[config.mk]
export PLATFORM = sky130hd
export DESIGN_NAME = pea_command_issuer_flat
export DESIGN_NICKNAME = d
export VERILOG_FILES = /design/src/rtl/pea_command_issuer_if.sv /design/src/rtl/pea_command_issuer.sv /design/src/flat_wrapper.sv
export SDC_FILE = /design/constraint.sdc
export NUM_CORES = 1
export LEC_CHECK = 0
export CAP_MARGIN = 20
export CORE_ASPECT_RATIO = 1.5
export CORE_MARGIN = 2
export CORE_UTILIZATION = 40
export CTS_CLUSTER_SIZE = 20
export DETAILED_ROUTE_END_ITERATION = 8
export GPL_TIMING_DRIVEN = 0
export PLACE_DENSITY = 0.78
export SYNTH_ARGS = -nofsm -noshare
export SYNTH_HDL_FRONTEND = slang
export SYNTH_SLANG_ARGS = --single-unit
[constraint.sdc]
create_clock -name clk -period 1.95 [get_ports clk]
set_input_delay 0.39 -clock clk [delete_from_list [all_inputs] [get_ports clk]]
set_output_delay 0.39 -clock clk [all_outputs]
set_load 0.005 [all_outputs]
[src/rtl/pea_command_issuer_if.sv]
// Request, payload and FIFO-write bundle for pea_command_issuer.
//   master : host / FIFO side. Drives the request, the payload and the full flags.
//   slave  : issuer side. Drives the handshakes, the FIFO strobes and the done/error pulses.
//   req_*            operation request (op, arg1, arg2) with valid/ready handshake
//   pay_*            payload word stream with valid/ready handshake
//   cmd_full         command FIFO full
//   data_full        data FIFO full
//   wr_out_command   command FIFO write strobe
//   data_out_command encoded command word
//   wr_out_data      data FIFO write strobe
//   data_out_data    payload word
//   done             request completed pulse
//   error            request rejected pulse
interface pea_command_issuer_if #(
  parameter int word_size = 16
);
  logic                 req_valid;
  logic                 req_ready;
  logic [2:0]           req_op;
  logic [2:0]           req_arg1;
  logic [4:0]           req_arg2;
  logic                 pay_valid;
  logic                 pay_ready;
  logic [word_size-1:0] pay_data;
  logic                 cmd_full;
  logic                 data_full;
  logic                 wr_out_command;
  logic [word_size-1:0] data_out_command;
  logic                 wr_out_data;
  logic [word_size-1:0] data_out_data;
  logic                 done;
  logic                 error;

  modport master (
    output req_valid, req_op, req_arg1, req_arg2, pay_valid, pay_data, cmd_full, data_full,
    input  req_ready, pay_ready, wr_out_command, data_out_command, wr_out_data, data_out_data,
           done, error
  );

  modport slave (
    input  req_valid, req_op, req_arg1, req_arg2, pay_valid, pay_data, cmd_full, data_full,
    output req_ready, pay_ready, wr_out_command, data_out_command, wr_out_data, data_out_data,
           done, error
  );
endinterface

[src/rtl/pea_command_issuer.sv]
// Host-side producer for the polynomial evaluation accelerator. Accepts one
// request (STP/EVP/EVB/RST), writes its payload words into the data FIFO and
// then the encoded command word into the command FIFO, so a command never
// becomes visible before all of its data.
// Ports:
//   clk   clock
//   rst   asynchronous reset, active-low
//   bus   request/payload/FIFO bundle (slave side)
//
// state   | meaning
// --------+-----------------------------------------------------------
// IDLE    | ready for a request (req_ready=1)
// CHECK   | validate op, size payload, register the command word
// PAYLOAD | forward payload words to the data FIFO until count hits 0
// COMMAND | write the command word once the command FIFO has room
// DONE    | one-cycle done pulse
// ERR     | one-cycle error pulse, nothing was written
module pea_command_issuer #(
  parameter int word_size = 16
) (
  input logic                  clk,
  input logic                  rst,
  pea_command_issuer_if.slave  bus
);

  typedef enum logic [2:0] {
    IDLE, CHECK, PAYLOAD, COMMAND, DONE, ERR
  } state_t;

  localparam logic [2:0] OP_STP = 3'd1;
  localparam logic [2:0] OP_EVP = 3'd2;
  localparam logic [2:0] OP_EVB = 3'd3;
  localparam logic [2:0] OP_RST = 3'd5;

  state_t               state;
  logic [5:0]           cnt;
  logic [2:0]           op_q;
  logic [2:0]           arg1_q;
  logic [4:0]           arg2_q;
  logic [word_size-1:0] cmd_q;

  logic [5:0] pay_cnt;
  logic       illegal;
  logic       wr_data;
  logic       wr_cmd;

  // Payload size and legality are decoded from the latched request.
  always_comb begin
    pay_cnt = 6'd0;
    illegal = 1'b0;
    case (op_q)
      OP_STP:  pay_cnt = {1'b0, arg2_q} + 6'd1;
      OP_EVP:  pay_cnt = 6'd1;
      OP_EVB: begin
        pay_cnt = {1'b0, arg2_q};
        illegal = (arg2_q == 5'd0);
      end
      OP_RST:  pay_cnt = 6'd0;
      default: illegal = 1'b1;
    endcase
  end

  // Strobes are combinational on the full flags so a full drop and a
  // waiting word produce a write in the same cycle.
  assign wr_data = (state == PAYLOAD) & bus.pay_valid & ~bus.data_full;
  assign wr_cmd  = (state == COMMAND) & ~bus.cmd_full;

  assign bus.req_ready        = (state == IDLE);
  assign bus.pay_ready        = (state == PAYLOAD) & ~bus.data_full;
  assign bus.wr_out_data      = wr_data;
  assign bus.data_out_data    = bus.pay_data;
  assign bus.wr_out_command   = wr_cmd;
  assign bus.data_out_command = cmd_q;
  assign bus.done             = (state == DONE);
  assign bus.error            = (state == ERR);

  always_ff @(posedge clk or negedge rst) begin
    if (!rst) begin
      state  <= IDLE;
      cnt    <= 6'd0;
      op_q   <= 3'd0;
      arg1_q <= 3'd0;
      arg2_q <= 5'd0;
      cmd_q  <= '0;
    end else begin
      case (state)
        IDLE: begin
          if (bus.req_valid) begin
            op_q   <= bus.req_op;
            arg1_q <= bus.req_arg1;
            arg2_q <= bus.req_arg2;
            state  <= CHECK;
          end
        end
        CHECK: begin
          // instr field is 8 bits: 5 zero bits above the 3-bit op.
          cmd_q <= word_size'({arg2_q, arg1_q, 5'b00000, op_q});
          if (illegal) begin
            state <= ERR;
          end else if (pay_cnt == 6'd0) begin
            state <= COMMAND;
          end else begin
            cnt   <= pay_cnt;
            state <= PAYLOAD;
          end
        end
        PAYLOAD: begin
          if (wr_data) begin
            cnt <= cnt - 6'd1;
            if (cnt == 6'd1) state <= COMMAND;
          end
        end
        COMMAND: begin
          if (wr_cmd) state <= DONE;
        end
        DONE:    state <= IDLE;
        ERR:     state <= IDLE;
        default: state <= IDLE;
      endcase
    end
  end

endmodule

[src/flat_wrapper.sv]
// flat-port wrapper written by rule: the top's interface ports become plain ports
module pea_command_issuer_flat 
#(
  parameter int word_size = 16
)
  (clk, rst, bus_req_valid, bus_req_op, bus_req_arg1, bus_req_arg2, bus_pay_valid, bus_pay_data, bus_cmd_full, bus_data_full, bus_req_ready, bus_pay_ready, bus_wr_out_command, bus_data_out_command, bus_wr_out_data, bus_data_out_data, bus_done, bus_error);
  pea_command_issuer_if #(.word_size(word_size)) bus_i ();
  input logic clk;
  input logic rst;
  input wire logic [$bits(bus_i.req_valid)-1:0] bus_req_valid;
  input wire logic [$bits(bus_i.req_op)-1:0] bus_req_op;
  input wire logic [$bits(bus_i.req_arg1)-1:0] bus_req_arg1;
  input wire logic [$bits(bus_i.req_arg2)-1:0] bus_req_arg2;
  input wire logic [$bits(bus_i.pay_valid)-1:0] bus_pay_valid;
  input wire logic [$bits(bus_i.pay_data)-1:0] bus_pay_data;
  input wire logic [$bits(bus_i.cmd_full)-1:0] bus_cmd_full;
  input wire logic [$bits(bus_i.data_full)-1:0] bus_data_full;
  output wire logic [$bits(bus_i.req_ready)-1:0] bus_req_ready;
  output wire logic [$bits(bus_i.pay_ready)-1:0] bus_pay_ready;
  output wire logic [$bits(bus_i.wr_out_command)-1:0] bus_wr_out_command;
  output wire logic [$bits(bus_i.data_out_command)-1:0] bus_data_out_command;
  output wire logic [$bits(bus_i.wr_out_data)-1:0] bus_wr_out_data;
  output wire logic [$bits(bus_i.data_out_data)-1:0] bus_data_out_data;
  output wire logic [$bits(bus_i.done)-1:0] bus_done;
  output wire logic [$bits(bus_i.error)-1:0] bus_error;
  assign bus_i.req_valid = bus_req_valid;
  assign bus_i.req_op = bus_req_op;
  assign bus_i.req_arg1 = bus_req_arg1;
  assign bus_i.req_arg2 = bus_req_arg2;
  assign bus_i.pay_valid = bus_pay_valid;
  assign bus_i.pay_data = bus_pay_data;
  assign bus_i.cmd_full = bus_cmd_full;
  assign bus_i.data_full = bus_data_full;
  assign bus_req_ready = bus_i.req_ready;
  assign bus_pay_ready = bus_i.pay_ready;
  assign bus_wr_out_command = bus_i.wr_out_command;
  assign bus_data_out_command = bus_i.data_out_command;
  assign bus_wr_out_data = bus_i.wr_out_data;
  assign bus_data_out_data = bus_i.data_out_data;
  assign bus_done = bus_i.done;
  assign bus_error = bus_i.error;
  pea_command_issuer #(.word_size(word_size)) u_core (.clk(clk), .rst(rst), .bus(bus_i));
endmodule
After elaboration in Yosys (flattened, before gate mapping)
Cells that the tools add are included.
W data, S select, Z words.
{ "totals": {"romBits": 0, "ram_bits": 0, "mem_count": 0, "inputBits": 33, "latch_bits": 0, "elab_cells": 51, "regBits": 31, "output_inout_bits": 38} }
{ "classes": {"magnitude_cmp": 0, "reduce_logical": 8, "div": 0, "muxes": 13, "addsub": 2, "bitwise_logic": 6, "shift": 0, "eq_ne": 16, "mul": 0} }
{ "ops": {"columns": ["operator", "count"], "rows": [
  ["$mux W6", 3],
  ["$pmux W6 S3", 1],
  ["$mux W3", 5],
  ["$eq A3 B2 Y1 const B", 4],
  ["$ne A2 B2 Y1 const B", 6],
  ["$pmux W3 S4", 1],
  ["$pmux W6 S2", 1],
  ["$eq A3 B3 Y1 const B", 3],
  ["$reduce_and A4 Y1", 2],
  ["$add A5 B1 Y6 const B", 1],
  ["$eq A3 B1 Y1 const B", 2],
  ["$eq A6 B1 Y1 const B", 1],
  ["$logic_not A6 Y1", 1],
  ["$sub A6 B1 Y6 const B", 1],
  ["$logic_not A5 Y1", 1],
  ["$and A1 B1 Y1", 4],
  ["$logic_not A3 Y1", 1],
  ["$reduce_or A3 Y1", 1],
  ["$not A1 Y1", 2],
  ["$pmux W1 S2", 1],
  ["$reduce_and A2 Y1", 1],
  ["$reduce_bool A2 Y1", 1],
  ["$mux W1", 1]
]} }

Longest topological paths before layout
{ "depth": {"ltp_word": 6, "depth_mapped": 9, "depth_no_buf": 8} }

Least setup slack after synthesis
No wires, ideal clock.
{ "synth_timing": {"path_kind": "reg-to-reg", "from": "register u_core.arg2_q[0]", "to": "register u_core.cnt[2]", "path_stages_with_launch": 9, "setup_time_ns": 0.121, "synth_period_minus_slack_ns": 1.901, "required_time_ns": 1.829, "arrival_ns": 1.780, "n_path_buf": 1, "setup_slack_ns": 0.049, "path_cell_list": "dfrtp_1 -> inv_1 -> ha_1 -> nand2b_1 -> a21oi_1 -> o221ai_1 -> o31a_1 -> buf_6 -> a22o_1"} }
{ "synth_between": {"elab_chain_cells": 5, "elab_cells_between_ends": 11, "cone_classes": "add/sub (1); eq/ne (2); mux (5); reduce/logical (3)"} }
{ "synth_lines": {"columns": ["item", "line", "source"], "rows": [
  ["start, declared", "pea_command_issuer.sv:39", "logic [4:0] arg2_q;"],
  ["start signal, assigned", "pea_command_issuer.sv:91", "arg2_q <= bus.req_arg2;"],
  ["$add A5 B1 Y6", "pea_command_issuer.sv:52", "OP_STP: pay_cnt = {1'b0, arg2_q} + 6'd1;"],
  ["$pmux W6 S3", "pea_command_issuer.sv:51", "case (op_q)"],
  ["$logic_not A6 Y1 / $mux W6 (equally long branches)", "pea_command_issuer.sv:100", "end else if (pay_cnt == 6'd0) begin"],
  ["$ne A2 B2 Y1 (no line) / $mux W6 (equally long branches)", null, null],
  ["$reduce_and A4 Y1 (no line) / $pmux W6 S2 (equally long branches)", null, null],
  ["end signal, assigned", "pea_command_issuer.sv:103", "cnt <= pay_cnt;"],
  ["end signal, assigned", "pea_command_issuer.sv:109", "cnt <= cnt - 6'd1;"],
  ["end, declared", "pea_command_issuer.sv:36", "logic [5:0] cnt;"]
]} }
Several ways; a longest one is shown, not always the timed one. The select of a mux whose other input is x is not followed.
A chain may end at the register's enable or synchronous reset.

Final worst setup path
{ "layout_timing": {"from": "register u_core.state[2]", "to": "register u_core.cnt[2]"} }
{ "layout_between": {"elab_chain_cells": 5, "elab_cells_between_ends": 10, "cone_classes": "eq/ne (5); mux (1); bitwise (2); reduce/logical (2)"} }
{ "layout_lines": {"columns": ["item", "line", "source"], "rows": [
  ["start, declared", "pea_command_issuer.sv:35", "state_t state;"],
  ["start signal, assigned", "pea_command_issuer.sv:79", "state <= IDLE;"],
  ["start signal, assigned", "pea_command_issuer.sv:92", "state <= CHECK;"],
  ["start signal, assigned", "pea_command_issuer.sv:99", "state <= ERR;"],
  ["$eq A3 B2 Y1", "pea_command_issuer.sv:65, pea_command_issuer.sv:86", null],
  ["$and A1 B1 Y1 (2 in a row)", "pea_command_issuer.sv:65", "assign wr_data = (state == PAYLOAD) & bus.pay_valid & ~bus.data_full;"],
  ["$ne A2 B2 Y1 (no line)", null, null],
  ["$reduce_and A4 Y1 (no line)", null, null]
]} }
Several ways; a longest one is shown, not always the timed one.

==> impl_results.md <==
- CTS tree: yes
- Final instance area: 0.00279 mm2
- Gpl congestion: 0.801
- Die footprint: 0.00519 mm2
- Layout cell share with drive strength beyond 1: 0.309
- # H-tree levels: 2
- CP Class: reg -> reg
- Critical path launch point type: register
- Post-DR wirelength/cell: 14.7 um
- Area growth syn-to-layout: 50.9%
- Avg Inst Size Synth: 8.88 um2
- Total Routed Length: 4840 um
- IO Pins: 71
- Area after DPL: 0.00244 mm2
- Met2 usage: 0.335
- VDD IR max: 0.749 mV
- PD cells: 1480 mW/mm2
- Gr busiest metal: met2
- Status: complete, but fails checks
- Hold Crit Class: reg -> reg
- RSZ-0062 raised after global routing: yes
- Data required, critical path: 2.13 ns
- Post-DRT Antenna Nets: 0
- CTS Buf Count: 5
- Synth cell types: 46
- Post-place setup slack: -0.182 ns
- DRT Pass-1 Iters: 4
- Diode count: 0
- Placed Cells: 310
- CTS Hold Bufs: 0
- HPWL Detailed: 3250 um
- Die width: 59.5 um
- Critical path arrival: 2.14 ns
- CP max FO: 5
- CTS sink count: 31
- Synth top cells by count: nand2_1, dfrtp_1, buf_4
- Deepest clock path buffer count: 2
- Vias post-DR: 1725
- Slew Viols, Final: 0
- Met1 usage: 0.176
- Clk Latency, worst-skew pair: 0.29 ns
- Syn Inst Count: 208
- Die extent in y: 87.2 um
- DRC Markers: 0
- Worst-margin pin slew: 0.702 ns
- Minimum clock period: 1.96 ns
- Total gr overflow: 0
- Setup violators final: 1
- Post-route worst setup slack: -0.00682 ns
- MaxCap Viol Count: 0
- Synth area leader: dfrtp_1
- Post-Syn Area: 0.00185 mm2
- Leak pwr: 1.27 nW
- #FFs+latches synth: 31
- Vias in the first global route: 1621
- GRT Util Overall: 0.181
- Num rows: 30
- Most common cell in the netlist: nand2_1
- Nets: 318
- Non-Filler Instances: 330
- Maximum number of pins on one net before global-route repair: 19
- Crit end category: register
- Initial Util: 0.413
- Core Area: 0.00447 mm2
- FFs w/ async S/R, synth: 1.00
- Pwr Total: 0.00412 W
- Initial antenna violation count: 0
- Vias/cell: 5.23
- Failing checks: negative setup slack
- 1st-iter DRT viols: 37
- Period utilisation layout: 1.00
- Post-synthesis sequential area ratio: 0.420
- Clock transition at path regs: 0.07 ns
- Worst rel slew slack: 0.530
- Synth top area share: 0.420
- Synth top area cells: dfrtp_1, buf_4, nand2_1, mux2_2, a21oi_1
- Met3 GRT Util: 0.0371
- Port Buffer Count: 49
- Worst Skew: 0.00611 ns
- Endpoints failing hold: 0
- Number of enable flip-flop cells after synthesis: 0
- Fmax: 511 MHz
- Root Driver: clkbuf_8
- First-pass GRT wire length: 6980 um
- Ys Warns: 0
- Dominant synthesized flop cell: dfrtp_1
- Post-Route Utilization: 0.624
path summary, 6_finish.rpt:
kind / slack [ns] / startpoint / to / depth (start not counted)
setup reg to reg: -0.007 / u_core.state[2] / u_core.cnt[2] / 8
hold / removal: 0.47 / u_core.arg1_q[1] / u_core.bus.data_out_command[9] / 2
max in group asynchronous: 0.90 / rst / u_core.state[2] / 2
setup / recovery: -0.007 / u_core.state[2] / u_core.cnt[2] / 8
min in group asynchronous: 0.52 / rst / u_core.bus.data_out_command[8] / 1
hold reg to reg: 0.47 / u_core.arg1_q[1] / u_core.bus.data_out_command[9] / 2
through the flow:
step / setup TNS (ns) / hold slack [ns]
detailed placement: -0.784 / 0.461
global placement: -2.17 / 0.451
CTS: -0.000521 / 0.477
floorplan: 0 / 0.0944
global route: -0.209 / 0.505
finish: -0.00682 / 0.473
registers in the layout, summed over array words and instances (netlist names):
signal,flops
u_core.op_q,3
u_core.state,3
u_core.cnt,6
u_core.arg2_q,5
u_core.bus.data_out_command,11
u_core.arg1_q,3
critical path, cell delays in order (launching register included):
cell and delay (ns):
dfrtp_2 0.41, or3b_4 0.42, nor3b_4 0.19, buf_4 0.15, a31o_4 0.10, o31a_1 0.20, buf_6 0.15, o21ai_2 0.05
a22o_1 0.17
power breakdown:
group          internal [W]  leakage [nW]  switching, W
Combinational       0.00120         0.841       0.00111
Sequential         0.000954         0.379      0.000295
Clock              0.000320        0.0505      0.000247
layer usage:
metal,up-vias,wire length (um)
met5,-,0
met4,0,115
met3,9,283
met2,61,2650
met1,814,1790
li1,841,-
kinds of logic after synthesis:
family	synth area share
AND/OR/NAND/NOR	0.217
buffers and inverters	0.129
AO/OA/AOI/OAI	0.126
multiplexers	0.0603
flip-flops	0.420
XOR/XNOR	0.0190
other	0.00203
adder cells (fa/ha/maj)	0.0271
area by class of cell:
class / instances / area (um2)
Timing Repair Buffer: 65 / 623
Sequential cell: 31 / 777
Clock buffer: 7 / 96.3
Fill cell: 372 / 1680
Inverter: 7 / 26.3
Tap cell: 48 / 60.1
Multi-Input combinational cell: 141 / 980
Buffer: 30 / 216
Clock inverter: 1 / 7.51
cell usage in the layout (no fill, tap or decap), types with 7 or more instances in the layout:
| cell | count |
|---|---|
| a21oi_1 | 7 |
| buf_4 | 35 |
| clkbuf_8 | 8 |
| clkdlybuf4s50_1 | 43 |
| dfrtp_1 | 30 |
| mux2_2 | 9 |
| nand2_1 | 39 |
| nor2_1 | 9 |
| o21ai_0 | 9 |
timing repair:
| item | CTS | global route |
|---|---|---|
| pin swaps | 3 | 9 |
| resized for setup | 20 | 29 |
| cloned | 1 | 0 |
| endpoints found under the hold margin | 0 | 0 |
| endpoints found under the setup margin | 11 | 12 |
| buffers inserted | 10 | 5 |
Power figures use the tool's default switching activity.
